===== src/rtl/id_ex_pipe_reg.sv =====
// ID/EX pipeline register built as a two-entry skid buffer (main + skid) with valid/ready
// handshakes, flush squash, bubble-safe control output and saturating perf counters.
module id_ex_pipe_reg #(
  parameter int XLEN   = 32,
  parameter int CTRL_W = 14,
  parameter int RA_W   = 5,
  parameter int CNT_W  = 16
) (
  input  logic              clk,
  input  logic              rst,
  input  logic              flush,
  input  logic              in_valid,
  output logic              in_ready,
  input  logic [CTRL_W-1:0] ctrl_in,
  input  logic [XLEN-1:0]   npc_in,
  input  logic [XLEN-1:0]   rd1_in,
  input  logic [XLEN-1:0]   rd2_in,
  input  logic [XLEN-1:0]   imm_in,
  input  logic [RA_W-1:0]   rs_in,
  input  logic [RA_W-1:0]   rt_in,
  input  logic [RA_W-1:0]   rd_in,
  output logic              out_valid,
  input  logic              out_ready,
  output logic [CTRL_W-1:0] ctrl_out,
  output logic [XLEN-1:0]   npc_out,
  output logic [XLEN-1:0]   rd1_out,
  output logic [XLEN-1:0]   rd2_out,
  output logic [XLEN-1:0]   imm_out,
  output logic [RA_W-1:0]   rs_out,
  output logic [RA_W-1:0]   rt_out,
  output logic [RA_W-1:0]   rd_out,
  output logic [CNT_W-1:0]  stall_cnt,
  output logic [CNT_W-1:0]  bubble_cnt
);

  typedef enum logic [1:0] {EMPTY = 2'd0, ONE = 2'd1, TWO = 2'd2} state_t;

  typedef struct packed {
    logic [CTRL_W-1:0] ctrl;
    logic [XLEN-1:0]   npc;
    logic [XLEN-1:0]   rd1;
    logic [XLEN-1:0]   rd2;
    logic [XLEN-1:0]   imm;
    logic [RA_W-1:0]   rs;
    logic [RA_W-1:0]   rt;
    logic [RA_W-1:0]   rd;
  } entry_t;

  state_t state, state_nxt;
  entry_t main_q, skid_q, in_e;
  logic   accept, pop, ld_main_in, ld_main_skid, ld_skid;

  assign in_e = '{ctrl: ctrl_in, npc: npc_in, rd1: rd1_in, rd2: rd2_in,
                  imm: imm_in, rs: rs_in, rt: rt_in, rd: rd_in};

  // Handshake flags come from registered state only, so no input-to-ready path exists.
  assign in_ready  = (state != TWO);
  assign out_valid = (state != EMPTY);
  assign accept    = in_valid & in_ready;
  assign pop       = out_valid & out_ready;

  always_comb begin
    state_nxt    = state;
    ld_main_in   = 1'b0;
    ld_main_skid = 1'b0;
    ld_skid      = 1'b0;
    case (state)
      EMPTY: if (accept) begin
        state_nxt  = ONE;
        ld_main_in = 1'b1;
      end
      ONE: begin
        if (accept && pop) ld_main_in = 1'b1;
        else if (accept) begin
          state_nxt = TWO;
          ld_skid   = 1'b1;
        end else if (pop) state_nxt = EMPTY;
      end
      TWO: if (pop) begin
        state_nxt    = ONE;
        ld_main_skid = 1'b1;
      end
      default: state_nxt = EMPTY;
    endcase
  end

  always_ff @(posedge clk) begin
    if (!rst) begin
      state      <= EMPTY;
      main_q     <= '0;
      skid_q     <= '0;
      stall_cnt  <= '0;
      bubble_cnt <= '0;
    end else begin
      if (out_valid && !out_ready && stall_cnt != '1) stall_cnt <= stall_cnt + CNT_W'(1);
      if (!out_valid && bubble_cnt != '1) bubble_cnt <= bubble_cnt + CNT_W'(1);
      // Flush squashes control only; stale data is harmless behind a zero control bundle.
      if (flush) begin
        state       <= EMPTY;
        main_q.ctrl <= '0;
        skid_q.ctrl <= '0;
      end else begin
        state <= state_nxt;
        if (ld_main_in) main_q <= in_e;
        else if (ld_main_skid) main_q <= skid_q;
        if (ld_skid) skid_q <= in_e;
      end
    end
  end

  assign ctrl_out = out_valid ? main_q.ctrl : '0;
  assign npc_out  = main_q.npc;
  assign rd1_out  = main_q.rd1;
  assign rd2_out  = main_q.rd2;
  assign imm_out  = main_q.imm;
  assign rs_out   = main_q.rs;
  assign rt_out   = main_q.rt;
  assign rd_out   = main_q.rd;

endmodule


===== config.mk =====
export PLATFORM = sky130hd
export DESIGN_NAME = id_ex_pipe_reg
export DESIGN_NICKNAME = d
export VERILOG_FILES = /design/src/rtl/id_ex_pipe_reg.sv
export SDC_FILE = /design/constraint.sdc
export NUM_CORES = 1
export LEC_CHECK = 0
export BUFFER_PORTS_ARGS = -buffer_cell sky130_fd_sc_hd__buf_4
export CAP_MARGIN = 20
export CORE_MARGIN = 1.5
export CORE_UTILIZATION = 52
export CTS_BUF_LIST = sky130_fd_sc_hd__clkbuf_16
export CTS_CLUSTER_SIZE = 25
export DETAILED_ROUTE_END_ITERATION = 6
export PLACE_DENSITY = 0.77
export SYNTH_ARGS = -nofsm -noshare
export SYNTH_HDL_FRONTEND = slang
export SYNTH_SLANG_ARGS = --single-unit
export TNS_END_PERCENT = 5

===== constraint.sdc =====
create_clock -name clk -period 2 [get_ports clk]
set_input_delay 0 -clock clk [delete_from_list [all_inputs] [get_ports clk]]
set_output_delay 0 -clock clk [all_outputs]
set_load 0.05 [all_outputs]

### Word level (Yosys, flattened, before mapping)

Index checks and enable logic that the tools add are counted.

* output and inout bits: 191
* word-level logic and storage cells: 63
* bits in registers: 348
* bits of input ports: 162

* add/subtract/negate cells: 2
* mux-type cells: 16
* bitwise operators: 4
* eq/ne operators: 9
* reductions and logical operators: 13

Operator list (count)
* $mux 157: 2
* $add 16x1->16 const B: 2
* $ne 16x16->1 const B: 2
* $mux 14: 1
* $mux 2: 5
* $ne 2x2->1 const B: 4
* $mux 1: 6
* $pmux 2 s3: 1
* $logic_and 1x1->1: 4
* $reduce_and 2->1: 2
* $reduce_and 4->1: 1
* $reduce_bool 2->1: 2
* $ne 3x3->1 const B: 1
* $and 1x1->1: 2
* $eq 2x1->1 const B: 1
* $eq 2x2->1 const B: 1
* $logic_not 1->1: 2
* $logic_not 2->1: 1
* $not 1->1: 2
* $pmux 1 s2: 1
* $reduce_or 2->1: 1

### Longest topological paths before layout

* depth in word-level cells: 7
* mapped depth: 9
* depth with buffers taken out: 5

### Least setup slack after synthesis

Ideal clock, no wire load.

* path type: flip-flop to flip-flop
* from: register stall_cnt[0]
* to: register stall_cnt[12]
* slack: -167 ps
* cell stages (with the launch flop): 7
* setup time: 70 ps
* period minus slack after synthesis: 2167 ps
* arrival time: 2097 ps
* buffers on the path: 1
* cells stage by stage: dfxtp_1 > ha_1 > nand3_1 > or3_1 > clkbuf_2 > or4_1 > a21oi_1

* cells in the longest elaborated chain, start to end: 2
* elaborated cells between the ends (all ways): 3
* classes of those cells: add/sub (1); eq/ne (1); reduce/logical (1)

Ends and longest elaborated chain
* start: declaration: RTL line 32 `output logic [CNT_W-1:0] stall_cnt,`
* start signal: assignment: RTL line 95 `if (out_valid && !out_ready && stall_cnt != '1) stall_cnt <= stall_cnt + CNT_W'(1);`
* branches (longest 2 deep; another with $add 16x1->16)

Several ways; the timed one is not identified.
A chain may end at the register's enable or synchronous reset.

### Worst setup path after layout

Same ends and word-level chain as after synthesis.

==> qor.yml <==
dpl_cell_area_sq_um: 18800
async_flop_share_pct: 0
max-cap-violations: 0
p_seq_share_pct: 41.9
clk_pin_slew_ns: 0.06
status: "completed"
hold_path_depth: 3
viasPerCell: 5.78
synth_ff_type: "dfxtp_1"
ir_drop_v: 0.000608
ys_types: 54
clock_skew_ns: 0.0114
rsz0062_at_grt: "false"
syn_to_final_growth_pct: 29.3
die_area_sq_um: 33400
max_freq_ghz: 0.532
drv_slew: 0
fin_area_sq_um: 21700
switchingPower_mw: 4.71
synth_seq_cells: 348
drc: 0
grt_pass1_vias: 14300
cts_made_buffers: 38
grt_pass1_wl_microns: 72900
intPower_mw: 12.8
cts_tree: "built"
whs_ns: 0.0554
cts.sinks: 348
overflow: 0
num_io_pins: 353
initial_utilization_pct: 53.1
dr.first_iter.drc_count: 1028
r2r_cells: 5
fillers: 2347
grt_antenna_before_repair: 2
rows: 65
root_buffer: "clkbuf_16"
cts_buffer_depth: 3
layout_common_cells: "buf_4, nand2_1, dfxtp_1"
hold_viol: 0
drtAntennaViolNets: 0
relSlewSlack_pct: 52.5
min_period_over_period_pct: 94.0
setup_tns_ns: 0
worstSetupPathType: "reg -> reg"
coreArea_sq_um: 31600
wire_per_inst_microns: 18.2
syn-num-nets: 1968
clkLatencyLatePin_ns: 0.52
cp-start-kind: "flop"
cts_max_level: 2
synth_seq_area_share_pct: 41.5
yosys_warnings: 0
num-nets-final: 2266
combPwrFrac_pct: 18.2
crit_path_end_kind: "flop"
routed_wl_microns: 46000
postSynthCellCount: 1804
p_total_mw: 17.5
cp_data_required_time_ns: 2.45
syn_area_sq_um: 16800
crit_fanout: 8
syn_area_per_cell_sq_um: 9.31
grt_max_degree: 142
power.density_nw_per_um2: 805
dp_hpwl_microns: 27200
tightest_slew_ns: 0.713
finalSetupViolations: 0
io_buffer_count: 352
period_needed_ns: 1.88
p_leak_nw: 9.01
crit_arrival_ns: 2.33
finish.utilization_pct: 68.6
drive_above_1_share_pct: 28.8
die_h_microns: 183
swShare_pct: 26.9
layout_commonest_cell: "buf_4"
synth-edff-count: 0
fp.dieW_microns: 183
globalplace.congestion: 0.880
pwr-share-clk_pct: 39.9
num_vias: 14600
drt-pass1-iter-count: 5
grtUsageTotal_pct: 26.5
worstHoldPathType: "in -> reg"
-- path summary, 6_finish.rpt --
path	slack (ns)	from	end
hold / removal	0.06	rst	imm_out[31]$_SDFFE_PN0P_
setup / recovery	0.12	stall_cnt[0]$_SDFFE_PN0P_	stall_cnt[12]$_SDFFE_PN0P_
hold reg to reg	0.45	skid_q[135]$_SDFFE_PN0P_	skid_q[135]$_SDFFE_PN0P_
setup reg to reg	0.12	stall_cnt[0]$_SDFFE_PN0P_	stall_cnt[12]$_SDFFE_PN0P_
-- cells in the mapped netlist (3+ instances only) --
cell type    n  area share (%)
a21oi_1    181             5.4
a311oi_1    14            0.73
and2_1      14            0.52
and3_1       3            0.11
buf_1        5            0.11
buf_2       35             1.0
buf_4      148             6.6
buf_6       14            0.94
clkbuf_1   107             2.4
dfxtp_1    348              41
inv_1        4           0.089
mux2_1      15             1.0
mux2_2      28             1.9
mux2_4     100             8.9
mux2i_1      5            0.30
nand2_1    346             7.7
nand2b_1     8            0.30
nand3_1     24            0.72
nand4_1     13            0.48
nor2_1      20            0.45
nor3_1       5            0.15
nor4_1       6            0.22
o21ai_0      8            0.24
o21bai_1   143             6.4
o311a_1    143             8.5
o31ai_1     14            0.63
or3_1        7            0.26
or4_1       14            0.63
-- through the flow --
stage | cells | setup WS, ns
2_1_floorplan | 1804 | -0.0281
3_3_place_gp | 2303 | 0.189
3_5_place_dp | 2303 | 0.170
4_1_cts | 2528 | 0.0526
5_1_grt | 2531 | 0.0267
6_report | 2533 | 0.119
-- critical path: stages, from the launching register on --
cell and delay (ns):
dfxtp_2 0.36, ha_1 0.20, nand3_1 0.12, or3_1 0.49, or4_1 0.50, a21oi_1 0.14
-- power by group through the flow --
stage / Clock (mW) / Sequential, mW / Combinational [mW]
5_1_grt: 7.36 / 7.34 / 3.35
3_3_place_gp: 0 / 7.45 / 2.84
2_1_floorplan: 0 / 7.44 / 2.19
6_report: 6.98 / 7.32 / 3.18
3_5_place_dp: 0 / 7.46 / 2.89
4_1_cts: 7.08 / 7.31 / 3.16
-- routing by layer --
| layer | vias up | share of wire (%) | global-route usage [%] |
|---|---|---|---|
| li1 | 6932 | - | - |
| met1 | 6975 | 40 | 32.2 |
| met2 | 565 | 48 | 43.8 |
| met3 | 158 | 6.5 | 5.33 |
| met4 | 0 | 5.5 | 14.8 |
| met5 | - | 0 | 0 |
-- registers in the layout (all words and copies together), names as in the netlist --
register,count
skid_q,157
rd_out,5
rt_out,5
rs_out,5
rd1_out,32
main_q,14
rd2_out,32
npc_out,32
bubble_cnt,16
state,2
imm_out,32
stall_cnt,16
-- cells by family after synthesis --
kind of cell | count (synthesis) | synth area share (%)
buf+inv | 315 | 11.2
mux | 148 | 12.1
simple gates | 475 | 12.4
compound gates | 516 | 22.6
fa+ha+maj | 2 | 0.149
flops | 348 | 41.5
-- final cells by class --
class                           count  area (sq um)  area share [%]
Multi-Input combinational cell   1141          7970            36.7
Inverter                            5          23.8           0.110
Clock buffer                       41          1030            4.73
Antenna cell                        4          10.0          0.0461
Sequential cell                   348          6980            32.1
Clock inverter                     24           210           0.968
Timing Repair Buffer              568          4980            23.0
Tap cell                          402           503            2.32
-- repair_timing --
action,4_1_cts,5_1_grt
endpoints found under the hold margin,317,0
pin swaps,0,1
setup endpoints to repair,14,14
buffers inserted,0,1
hold buffers,160,0
gates resized for setup,1,0
No activity file was read; power rests on OpenSTA's default activity.
